<file path="src/rtl/window_gen_3x3_pkg.sv">
// Constants shared by the 3x3 window producer and the convolution MAC.
// Window packing: p0 (MSB) is top-left, p8 (LSB) is bottom-right, row-major.
package window_gen_3x3_pkg;

  localparam int WG_DATA_WIDTH = 8;
  localparam int WG_KERNEL     = 3;
  localparam int WG_WIN_PIX    = WG_KERNEL * WG_KERNEL;
  localparam int WG_WIN_BITS   = WG_DATA_WIDTH * WG_WIN_PIX;

  // p-index of the pixel at (row, col) inside the window, row 0 = oldest line
  function automatic int wg_p_index(input int row, input int col);
    return row * WG_KERNEL + col;
  endfunction

  // LSB position of pixel p inside a packed window of dw-bit pixels
  function automatic int wg_p_lsb(input int p, input int dw);
    return (WG_WIN_PIX - 1 - p) * dw;
  endfunction

endpackage

</file>
<file path="src/rtl/window_gen_3x3_line_buf_ram.sv">
// One image line of pixel storage: synchronous write, combinational read.
// Latency: read 0 clk, write lands on the clock edge; no backpressure.
module line_buf_ram #(
  parameter int DEPTH = 8,
  parameter int WIDTH = 8,
  parameter int AW    = (DEPTH > 1) ? $clog2(DEPTH) : 1
) (
  input  logic             i_clk,
  input  logic             i_wr_en,
  input  logic [AW-1:0]    i_addr,
  input  logic [WIDTH-1:0] i_wr_dat,
  output logic [WIDTH-1:0] o_rd_dat
);

  logic [WIDTH-1:0] r_mem [DEPTH];

  // Contents are never reset; the top only exposes data rewritten since reset.
  always_ff @(posedge i_clk) begin
    if (i_wr_en) begin
      r_mem[i_addr] <= i_wr_dat;
    end
  end

  assign o_rd_dat = r_mem[i_addr];

endmodule

</file>
<file path="src/rtl/window_gen_3x3.sv">
// Raster pixel stream in, packed 3x3 interior windows out; 1 clk latency.
// No backpressure: every pix_valid cycle accepts a pixel, idle cycles hold all state.
module window_gen_3x3
  import window_gen_3x3_pkg::*;
#(
  parameter int DATA_WIDTH  = WG_DATA_WIDTH,
  parameter int KERNEL_SIZE = WG_KERNEL,
  parameter int IMG_WIDTH   = 8,
  parameter int IMG_HEIGHT  = 8
) (
  input  logic                             clk,
  input  logic                             rst_n,
  input  logic [DATA_WIDTH-1:0]            pix_in,
  input  logic                             pix_valid,
  input  logic                             sof_in,
  output logic [DATA_WIDTH*WG_WIN_PIX-1:0] window_out,
  output logic                             win_valid,
  output logic                             frame_done
);

  localparam int CW = (IMG_WIDTH  > 1) ? $clog2(IMG_WIDTH)  : 1;
  localparam int RW = (IMG_HEIGHT > 1) ? $clog2(IMG_HEIGHT) : 1;
  localparam logic [CW-1:0] COL_LAST  = CW'(IMG_WIDTH - 1);
  localparam logic [RW-1:0] ROW_LAST  = RW'(IMG_HEIGHT - 1);
  localparam logic [CW-1:0] COL_FIRST = CW'(WG_KERNEL - 1);
  localparam logic [RW-1:0] ROW_FIRST = RW'(WG_KERNEL - 1);

  generate
    if (KERNEL_SIZE != 3) begin : g_bad_kernel
      $error("window_gen_3x3: only KERNEL_SIZE = 3 is supported");
    end
    if (IMG_WIDTH < 3 || IMG_HEIGHT < 3) begin : g_bad_image
      $error("window_gen_3x3: IMG_WIDTH and IMG_HEIGHT must be >= 3");
    end
  endgenerate

  logic [CW-1:0] r_col;
  logic [RW-1:0] r_row;
  logic [CW-1:0] w_col;
  logic [RW-1:0] w_row;
  logic [CW-1:0] w_col_nxt;
  logic [RW-1:0] w_row_nxt;
  logic          w_sof;
  logic          w_win_pos;
  logic          w_last_pix;

  logic [DATA_WIDTH-1:0] w_lb1_rd;
  logic [DATA_WIDTH-1:0] w_lb2_rd;

  // Index 2 is the leftmost (oldest) column, index 0 the newest.
  logic [2:0][DATA_WIDTH-1:0] r_top, r_mid, r_bot;
  logic [2:0][DATA_WIDTH-1:0] w_top_nxt, w_mid_nxt, w_bot_nxt;

  // A qualified start-of-frame overrides the counters for this very pixel.
  assign w_sof = sof_in & pix_valid;
  assign w_col = w_sof ? '0 : r_col;
  assign w_row = w_sof ? '0 : r_row;

  assign w_win_pos  = (w_row >= ROW_FIRST) && (w_col >= COL_FIRST);
  assign w_last_pix = (w_row == ROW_LAST) && (w_col == COL_LAST);

  always_comb begin
    w_col_nxt = w_col + CW'(1);
    w_row_nxt = w_row;
    if (w_col == COL_LAST) begin
      w_col_nxt = '0;
      w_row_nxt = (w_row == ROW_LAST) ? '0 : w_row + RW'(1);
    end
  end

  line_buf_ram #(
    .DEPTH (IMG_WIDTH),
    .WIDTH (DATA_WIDTH)
  ) u_lb1 (
    .i_clk    (clk),
    .i_wr_en  (pix_valid),
    .i_addr   (w_col),
    .i_wr_dat (pix_in),
    .o_rd_dat (w_lb1_rd)
  );

  line_buf_ram #(
    .DEPTH (IMG_WIDTH),
    .WIDTH (DATA_WIDTH)
  ) u_lb2 (
    .i_clk    (clk),
    .i_wr_en  (pix_valid),
    .i_addr   (w_col),
    .i_wr_dat (w_lb1_rd),
    .o_rd_dat (w_lb2_rd)
  );

  assign w_top_nxt = {r_top[1:0], w_lb2_rd};
  assign w_mid_nxt = {r_mid[1:0], w_lb1_rd};
  assign w_bot_nxt = {r_bot[1:0], pix_in};

  always_ff @(posedge clk or negedge rst_n) begin
    if (!rst_n) begin
      r_col <= '0;
      r_row <= '0;
      r_top <= '0;
      r_mid <= '0;
      r_bot <= '0;
    end else if (pix_valid) begin
      r_col <= w_col_nxt;
      r_row <= w_row_nxt;
      r_top <= w_top_nxt;
      r_mid <= w_mid_nxt;
      r_bot <= w_bot_nxt;
    end
  end

  // window_out only reloads on a strobe, so it holds the last valid window.
  always_ff @(posedge clk or negedge rst_n) begin
    if (!rst_n) begin
      window_out <= '0;
      win_valid  <= 1'b0;
      frame_done <= 1'b0;
    end else begin
      win_valid  <= 1'b0;
      frame_done <= 1'b0;
      if (pix_valid) begin
        frame_done <= w_last_pix;
        if (w_win_pos) begin
          win_valid  <= 1'b1;
          window_out <= {w_top_nxt, w_mid_nxt, w_bot_nxt};
        end
      end
    end
  end

endmodule
</file>
<file path="config.mk">
export PLATFORM = sky130hd
export DESIGN_NAME = window_gen_3x3
export DESIGN_NICKNAME = d
export VERILOG_FILES = /design/src/rtl/window_gen_3x3_pkg.sv /design/src/rtl/window_gen_3x3_line_buf_ram.sv /design/src/rtl/window_gen_3x3.sv
export SDC_FILE = /design/constraint.sdc
export NUM_CORES = 1
export LEC_CHECK = 0
export CAP_MARGIN = 20
export CORE_AREA = 2 2 195 101
export CTS_BUF_LIST = sky130_fd_sc_hd__clkbuf_8
export CTS_CLUSTER_SIZE = 16
export DETAILED_ROUTE_END_ITERATION = 8
export DIE_AREA = 0 0 197 103
export PLACE_DENSITY = 0.78
export SYNTH_ARGS = -nofsm -noshare
export SYNTH_HDL_FRONTEND = slang
export SYNTH_SLANG_ARGS = --single-unit
</file>
<file path="constraint.sdc">
create_clock -name clk -period 2.9 [get_ports clk]
set_clock_uncertainty 0.05 [all_clocks]
set_input_delay 0.87 -clock clk [delete_from_list [all_inputs] [get_ports clk]]
set_output_delay 0.87 -clock clk [all_outputs]
set_load 0.03 [all_outputs]
</file>
==> results of run 1 <==
logic make-up (layout without fill, tap and decap cells):
logic type                 after synthesis  after routing  synth area share, %
AOI/OAI and AO/OA                       88             88                 6.28
xor gates and xnor gates                 1              1               0.0881
adders and majority gates                4              4                0.503
buffers and inverters                   43            214                 2.11
DFF                                    256            256                 70.9
muxes                                  139            139                 15.3
and+or+nand+nor                        100            100                 4.82
metal layers:
layer | global-route usage [%] | wire length (um) | vias to the layer above
met5 | 0 | 9 | -
met4 | 4.45 | 205 | 2
met3 | 6.15 | 1860 | 29
met2 | 33.8 | 9690 | 239
met1 | 32.8 | 9980 | 3060
li1 | - | - | 2649
through the flow:
step           std cells  cell area, um^2  utilization (%)
2_1_floorplan        631             9990                -
3_3_place_gp         986            11500             61.2
3_5_place_dp         986            11500             61.2
4_1_cts             1049            12200             65.0
5_1_grt             1049            12200             65.0
6_report            1049            12200             65.0
power groups by stage:
stage	sequential (uW)	combinational, uW	clock (uW)
after detailed placement	4690	1680	0
after global routing	4680	1840	2990
final	4630	1710	2750
after floorplan	4590	1040	0
after global placement	4670	1630	0
after CTS	4630	1700	2820
cell usage in the layout (no fill, tap or decap), types with 6 or more instances in the layout:
cell type        count
clkinv_1             7
a211oi_1             6
inv_1               10
buf_4               54
buf_12               9
nand2_1             32
a31oi_1              8
mux2_2              96
nor3_1              15
nand3_1              6
edfxtp_1           128
dfrtp_1            127
a31o_2              14
nor2b_1             10
clkdlybuf4s50_1     83
o21ai_0             19
nor2_1              21
a32oi_1              7
mux2i_1             41
clkbuf_8            44
a21oi_1             15
o2bb2ai_1            7
cells in the mapped netlist, types with 2 or more instances:
library cell / n
mux2_4: 2
o221ai_1: 2
mux2_2: 96
buf_6: 2
o21ai_0: 19
and2_1: 3
nor3_1: 17
dfrtp_1: 128
nor4_1: 4
a21bo_2: 2
a311o_1: 2
mux2i_1: 41
a31o_2: 14
a21oi_1: 15
a32oi_1: 7
inv_1: 3
clkbuf_1: 11
buf_1: 3
a211oi_1: 6
nand2b_1: 3
nand2_1: 32
a31oi_1: 8
buf_2: 21
nor2_1: 21
edfxtp_1: 128
nand3_1: 6
buf_4: 2
nor2b_1: 10
o2bb2ai_1: 7
ha_1: 4
flip-flops by register name, summed over array words and instances (netlist names):
signal       flops
r_bot           16
r_top           16
r_row            3
frame_done       1
u_lb2.r_mem     64
r_mid           16
r_col            3
window_out      72
win_valid        1
u_lb1.r_mem     64
final cells by class:
cell class	instances	area, um^2
flip-flops and latches	256	7050
fillers	1318	6590
multi-input cells	332	2740
repair buffers	147	1420
clock buffers	44	606
well taps	247	309
clock inverters	19	103
inverters	4	15.0
worst min-delay path by stage:
stage | start | to | depth (start not counted)
6_report | rst_n | window_out[51] | 1
3_3_place_gp | r_top[9] | window_out[65] | 1
5_1_grt | rst_n | window_out[51] | 1
3_5_place_dp | r_bot[13] | window_out[21] | 1
4_1_cts | rst_n | window_out[51] | 1
2_1_floorplan | r_mid[7] | r_mid[7] | 2
==> metrics.cfg, run 1 <==
[outcome]
status = completed

[pwr]
combPwrFrac_pct = 18.8
netSwitchingPower_uw = 2560
p_clk_share_pct = 30.3
ir_drop_mv = 0.454
swShare_pct = 28.2
internal_power_uw = 6530
seqPwrFrac_pct = 50.9
p_leak_uw = 0.00501
power_density_nw_per_um2 = 743
power.total_uw = 9090

[grt]
grt_antenna_before_repair = 1
overflow = 0
grt_usage_pct = 22.3
grt_max_degree = 59
grt_pass1_wl_mm = 34.1
grt_pass1_vias = 6104

[setup_path]
critPathLaunch = window_out[30]
path_depth = 1
cp-start-kind = flip-flop
cp_max_fo = 2
cpLargestDelayFamily = buffers and inverters
cpMaxStageDelayCell = clkdlybuf4s50_1
reg2reg_depth = 6
r2r-end = u_lb2.r_mem[2][5]
crit_chain = clkdlybuf4s50_1
rrSetupSlack_ns = 0.39
end_kind = output pin
critPathBufInv = 1
critical-path-max-stage-delay_ns = 0.71
crit_type = flip-flop to output pin
crit_end = window_out[30]
critPathRequiredTime_ns = 1.98
arrival_ns = 1.65
regToRegStartpoint = r_col[1]

[run]
drv_cap = 0

[route]
drtAntennaViolNets = 0
post_drt_via_cell_ratio = 5.70
drtIter0Drc = 469
via_count = 5979
drc = 0
avgRoutedWirePerCell_um = 20.7
drt-total-wl_mm = 21.7
drt_pass1_iterations = 6

[sta]
whs_ns = 0.290
rsz0062_at_grt = no
layout_min_cycle_time_ns = 2.57
fmax_ghz = 0.389
report.final.slew_viol_count = 0
finalCritPeriodShare_pct = 88.8
worst_slew_pin_slew_ns = 0.664
setup_violations = 0
relSlewSlack_pct = 55.7
timing.final.ws_setup_ns = 0.326
finalHoldViolations = 0
fin_setup_tns_ns = 0

[clock_network]
clk_path_buf_depth = 3
post_cts_resized = 0
cts-root-buf = clkbuf_8
cts_sinks = 256
cts_tree = built
tritoncts.num_buffers = 35
clk_pin_slew_ns = 0.07
ctsHoldBuffers = 0
clk-insertion-delay-late_ns = 0.51
cts_max_level = 2
postCtsSetupBuffers = 0

[place]
port_buffers = 85
dp_hpwl_mm = 14.7
routabilityCongestion = 0.881
preCtsSetupSlack_ns = -0.107

[final_layout]
drive_gt1_share_pct = 29.8
syn_to_final_growth_pct = 23.1
nets = 792
diodes = 0

[synthesis]
async_reset_ff_share_pct = 50.0
syn_nets = 647
syn_inst = 631
avgSynthCellArea_um2 = 15.8
ys_ff_latch = 256
synth_ff_type = edfxtp_1
synth_edf_count = 128
synth_area_leaders = edfxtp_1 (39%), dfrtp_1 (32%), mux2_2 (11%), mux2i_1 (4.1%), a31o_2 (1.2%)
synth_top_cell_area_share_pct = 38.7
synth.cell_area_um2 = 9940
synth_area_leader_cell = edfxtp_1
yosysSeqAreaShare_pct = 70.9
synth_cell_types = 42
ys_warn_count = 0

[die]
die_w_um = 197
fp.dieH_um = 103
core_area_um2 = 18800
die_area_um2 = 20300
io-pin-count = 86
initial_core_util_pct = 52.8
rows = 36

[min_path]
min_path_type = primary input to asynchronous set/reset pin

Power figures use the tool's default switching activity.
==> inputs of run 2 (changes only) <==
--- a/config.mk
+++ b/config.mk
@@ -6,12 +6,14 @@
 export NUM_CORES = 1
 export LEC_CHECK = 0
 export CAP_MARGIN = 20
-export CORE_AREA = 2 2 195 101
+export CORE_AREA = 2 2 187 97
 export CTS_BUF_LIST = sky130_fd_sc_hd__clkbuf_8
 export CTS_CLUSTER_SIZE = 16
 export DETAILED_ROUTE_END_ITERATION = 8
-export DIE_AREA = 0 0 197 103
-export PLACE_DENSITY = 0.78
+export DIE_AREA = 0 0 189 99
+export DONT_BUFFER_PORTS = 1
+export MAX_ROUTING_LAYER = met4
+export PLACE_DENSITY = 0.77
 export SYNTH_ARGS = -nofsm -noshare
 export SYNTH_HDL_FRONTEND = slang
 export SYNTH_SLANG_ARGS = --single-unit
==> metrics.cfg, run 2 (same netlist as run 1, synthesis figures left out) <==
[route]
drtIter0Drc = 580
avgRoutedWirePerCell_um = 24.4
drt_pass1_iterations = 5
drt-total-wl_mm = 22.6
drtAntennaViolNets = 0
via_count = 5585
drc = 0
post_drt_via_cell_ratio = 6.02

[place]
port_buffers = 0
routabilityCongestion = 0.854
dp_hpwl_mm = 13.9
preCtsSetupSlack_ns = 0.211
placed_cell_area_um2 = 10400

[final_layout]
final_common_cell = edfxtp_1
diodes = 0
largest_register_ffs = 72
drive_gt1_share_pct = 30.1
largest_register = window_out
reg_top3 = window_out (72), u_lb1.r_mem (64), u_lb2.r_mem (64)
nets = 685
fill_cells = 1190
stdcell_area_um2 = 11200
final_cell_mix = edfxtp_1 (128), dfrtp_1 (127), mux2_2 (96)
syn_to_final_growth_pct = 12.3
final_util_pct = 65.4

[pwr]
power.total_uw = 8910
swShare_pct = 28.7
p_clk_share_pct = 30.4
ir_drop_mv = 0.376
combPwrFrac_pct = 17.3
netSwitchingPower_uw = 2550
power_density_nw_per_um2 = 798
seqPwrFrac_pct = 52.3
internal_power_uw = 6360
p_leak_uw = 0.00460

[clock_network]
postCtsSetupBuffers = 0
clk_path_buf_depth = 3
cts_max_level = 2
cts_tree = built
tritoncts.num_buffers = 35
cts_sinks = 256
ctsHoldBuffers = 7
clk-insertion-delay-late_ns = 0.51
post_cts_resized = 0
clk_pin_slew_ns = 0.07
cts-root-buf = clkbuf_8

[sta]
report.final.slew_viol_count = 0
rsz0062_at_grt = no
whs_ns = 0.131
finalHoldViolations = 0
layout_min_cycle_time_ns = 2.60
finalCritPeriodShare_pct = 89.8
timing.final.ws_setup_ns = 0.297
fmax_ghz = 0.384
relSlewSlack_pct = 44.4
setup_violations = 0
worst_slew_pin_slew_ns = 0.831

[setup_path]
end_kind = flip-flop
regToRegStartpoint = r_col[1]
critPathRequiredTime_ns = 3.02
crit_type = flip-flop to flip-flop
rrSetupSlack_ns = 0.30
r2r-end = u_lb2.r_mem[4][5]
cp-start-kind = flip-flop
reg2reg_depth = 5
arrival_ns = 2.72
cp_max_fo = 19

[die]
initial_core_util_pct = 58.3
die_area_um2 = 18700
fp.dieH_um = 99
core_area_um2 = 17100
io-pin-count = 86
die_w_um = 189
rows = 34

[grt]
grt_usage_pct = 26.2
grt_pass1_vias = 5791
grt_antenna_before_repair = 0
overflow = 0
grt_pass1_wl_mm = 35.0
grt_max_degree = 67

[run]
drv_cap = 0

[outcome]
status = completed

[min_path]
min_path_type = primary input to asynchronous set/reset pin

-- run 2: cell types whose count changed in the layout (fill, tap and decap cells not counted), sizes merged --
cell and change:
clkdlybuf4s50 -83, dlygate4sd3 +4, clkinv -3, buf -28, clkbuf -2, inv +4
-- run 2: through the flow --
step | std cells | setup TNS (ns)
detailed placement | 859 | 0
finish | 928 | 0
floorplan | 631 | -3.90
global route | 928 | 0
CTS | 928 | 0
global placement | 859 | 0
-- run 2: worst max-delay path by stage --
stage / from / to / slack (ns) / cells past startpoint
floorplan: sof_in / u_lb1.r_mem[4][0] / -0.12 / 5
global placement: pix_valid / window_out[11] / 0.33 / 8
detailed placement: pix_valid / window_out[64] / 0.21 / 8
CTS: r_col[1] / u_lb2.r_mem[0][4] / 0.34 / 6
global route: r_col[1] / u_lb2.r_mem[0][4] / 0.14 / 6
finish: r_col[1] / u_lb2.r_mem[4][5] / 0.30 / 5
-- run 2: cell type report --
class | count | area [um^2] | share of cell area (%)
Timing Repair Buffer | 40 | 385 | 3.45
Multi-Input combinational cell | 332 | 2740 | 24.5
Sequential cell | 256 | 7050 | 63.1
Tap cell | 234 | 293 | 2.62
Clock inverter | 20 | 106 | 0.953
Clock buffer | 42 | 578 | 5.18
Inverter | 4 | 15.0 | 0.135
-- run 2: worst max-delay path, stage by stage (launching register included) --
cell	delay, ns
dfrtp_1	0.83
buf_4	0.27
mux2i_1	0.23
o21ai_0	0.17
a211oi_1	0.37
nand2_1	0.32
-- run 2: power groups by stage --
stage	combinational [uW]	sequential (uW)	clock, uW
final	1540	4660	2710
after global routing	1660	4710	2920
after CTS	1520	4660	2760
after detailed placement	1450	4730	0
after global placement	1410	4710	0
after floorplan	1040	4590	0
-- run 2: routing by layer --
metal,track usage (%),share of wire (%),vias to the layer above
met2,36.8,43,283
li1,-,-,2427
met4,7.21,1.9,0
met3,7.80,11,35
met5,-,0,-
met1,37.4,44,2840
==> RTL change (config.mk and constraints of run 2) <==
Change the parameter `IMG_WIDTH` from 8 to 4.
--- a/src/rtl/window_gen_3x3.sv
+++ b/src/rtl/window_gen_3x3.sv
@@ -6,5 +6,5 @@
   parameter int DATA_WIDTH  = WG_DATA_WIDTH,
   parameter int KERNEL_SIZE = WG_KERNEL,
-  parameter int IMG_WIDTH   = 8,
+  parameter int IMG_WIDTH   = 4,
   parameter int IMG_HEIGHT  = 8
 ) (
Function: no difference found for any inputs over 10 cycles, from zero or initial values and one cycle with rst_n low; that may be too few to reach the edited logic, so the function may still have changed.
==> RTL change against run 2 <==
  * Wire length down 24%
  * Sequential cell count down 65
  * Final area down 26%
  * Synthesized cell count up 0.16%
  * Hold slack worse by 85 ps
  * Non-clock buffer count down 11
  * Total power down 15%
  * Area after synthesis down 24%
  * Highest routed layer unchanged
  * Sequential power up 2%
  * Worst setup slack better by 310 ps
==> RTL change: results (changes against run 2) <==
TritonRoute pass-1 iters=6 (+1); CTS clk-pin slew, worst paths=100 ps (+30 ps); synth top area cells=dfrtp_1 42%, edfxtp_1 25%, nand2_1 9.6%, mux2_2 4.9%, o21ai_0 3.3%; PostCTS Resize Cnt=0 (unchanged); diode count=0 (unchanged); largest registers=window_out x72, u_lb1.r_mem x32, u_lb2.r_mem x32; Synth cell types=25 (-40%); clk_lat worst skew=460 ps (-50 ps); Worst Hold Class=in -> async; vias in the first global route=4785 (-17%); Synth Net Count=651 (+0.62%); WP data arrival=2470 ps (-250 ps); final WL=17100 um (-24%); status=complete, no violations; cts bufs inserted=17 (-51%); Total GRT Usage=19.7% (-6.5 points); Worst R2R Path Depth=6 (+1); Post-synth top cells=192 x nand2_1, 127 x dfrtp_1, 64 x edfxtp_1; Clock Tree Buf Depth=2 (-1); final-stage net count=663 (-3.2%); Synth top area share=42.2% (+3.5 points); maximum vdd drop=0.430 mV (+14%); Async SR Flop Fraction=66.5% (+16 points); number of flops mapped to enable cells by yosys=64 (-50%); leak pwr=0.00370 uW (-19%); worst-path maximum fanout=13 (-6); Worst setup SP type=flip-flop; dominant synthesized flop cell=dfrtp_1; initial antenna violation count=0 (unchanged); largest net degree at the start of global routing=128 (+91%); port bufs=0 (unchanged); post-DP HPWL=11700 um (-16%); GP Congestion=0.851 (-0.36%); FF-to-FF Start=r_col[1]; fraction of layout cells with a size suffix above 1=13.9% (-16 points); Clock Root Buffer=clkbuf_8; ANT nets after route=0 (unchanged); DRT iter0 DRCs=338 (-42%); post-synthesis sequential area ratio=67.7% (-3.2 points); final hold violation count=0 (unchanged); H-tree depth=4 (+2); routed vias/inst=5.41 (-10%); first-pass GRT wire length=26900 um (-23%); Worst-Margin Slew=819 ps (-12.0 ps); Ys Warns=0 (unchanged)
[RTL change: cells by family after synthesis]
kind of cell | count (synthesis) | synth area share [%]
multiplexers | 57 | 8.12
adder cells (fa/ha/maj) | 7 | 1.16
AND/OR/NAND/NOR | 209 | 10.7
XOR/XNOR | 1 | 0.116
AO/OA/AOI/OAI | 116 | 9.05
buffers and inverters | 51 | 3.22
flip-flops | 191 | 67.7
[RTL change: layout make-up]
class	instances	area, um^2
Multi-Input combinational cell	390	2200
Clock inverter	14	161
Tap cell	234	293
Inverter	15	56.3
Sequential cell	191	5100
Timing Repair Buffer	29	250
Clock buffer	18	248
Fill cell	1510	8750
[RTL change: worst paths after layout]
path,to,slack [ps]
worst max-delay path,u_lb2.r_mem[3][1],600
worst min-delay path,window_out[71],50
worst max register to register,u_lb2.r_mem[3][1],600
worst min register to register,window_out[19],430
max in group asynchronous,window_out[48],1570
min in group clk,window_out[19],430
[RTL change: power breakdown]
| part | total, uW | switching (uW) | internal [uW] |
|---|---|---|---|
| combinational | 1000 | 586 | 417 |
| clock | 1800 | 928 | 875 |
| sequential | 4730 | 1280 | 3450 |
[RTL change: critical path: stages, from the launching register on]
cell	delay, ps
dfrtp_1	700
nand2_1	250
inv_2	280
nand2_1	160
o21ai_0	290
a21oi_1	130
buf_4	190
[RTL change: routing by layer]
| layer | global-route usage, % | vias up | routed length, um |
|---|---|---|---|
| met1 | 28.4 | 2427 | 8390 |
| met2 | 26.2 | 182 | 7100 |
| met5 | - | - | 0 |
| met4 | 4.87 | 0 | 136 |
| li1 | - | 2192 | - |
| met3 | 7.16 | 19 | 1500 |
[RTL change: what timing repair did]
item | 4_1_cts | 5_1_grt
hold buffers | 0 | 3
hold endpoints to repair | 0 | 6
setup buffers | 0 | 0
endpoints found under the setup margin | 0 | 0
[RTL change: metrics by stage]
step | total power, uW | instance area (um^2) | instances | setup WS, ps | hold WS, ps
detailed placement | 5780 | 7870 | 856 | 357 | 402
CTS | 7570 | 8270 | 888 | 600 | 19.4
global placement | 5700 | 7870 | 856 | 435 | 403
global route | 7930 | 8300 | 891 | 508 | 0.572
floorplan | 5340 | 7540 | 632 | 356 | 385
finish | 7530 | 8300 | 891 | 605 | 46.1
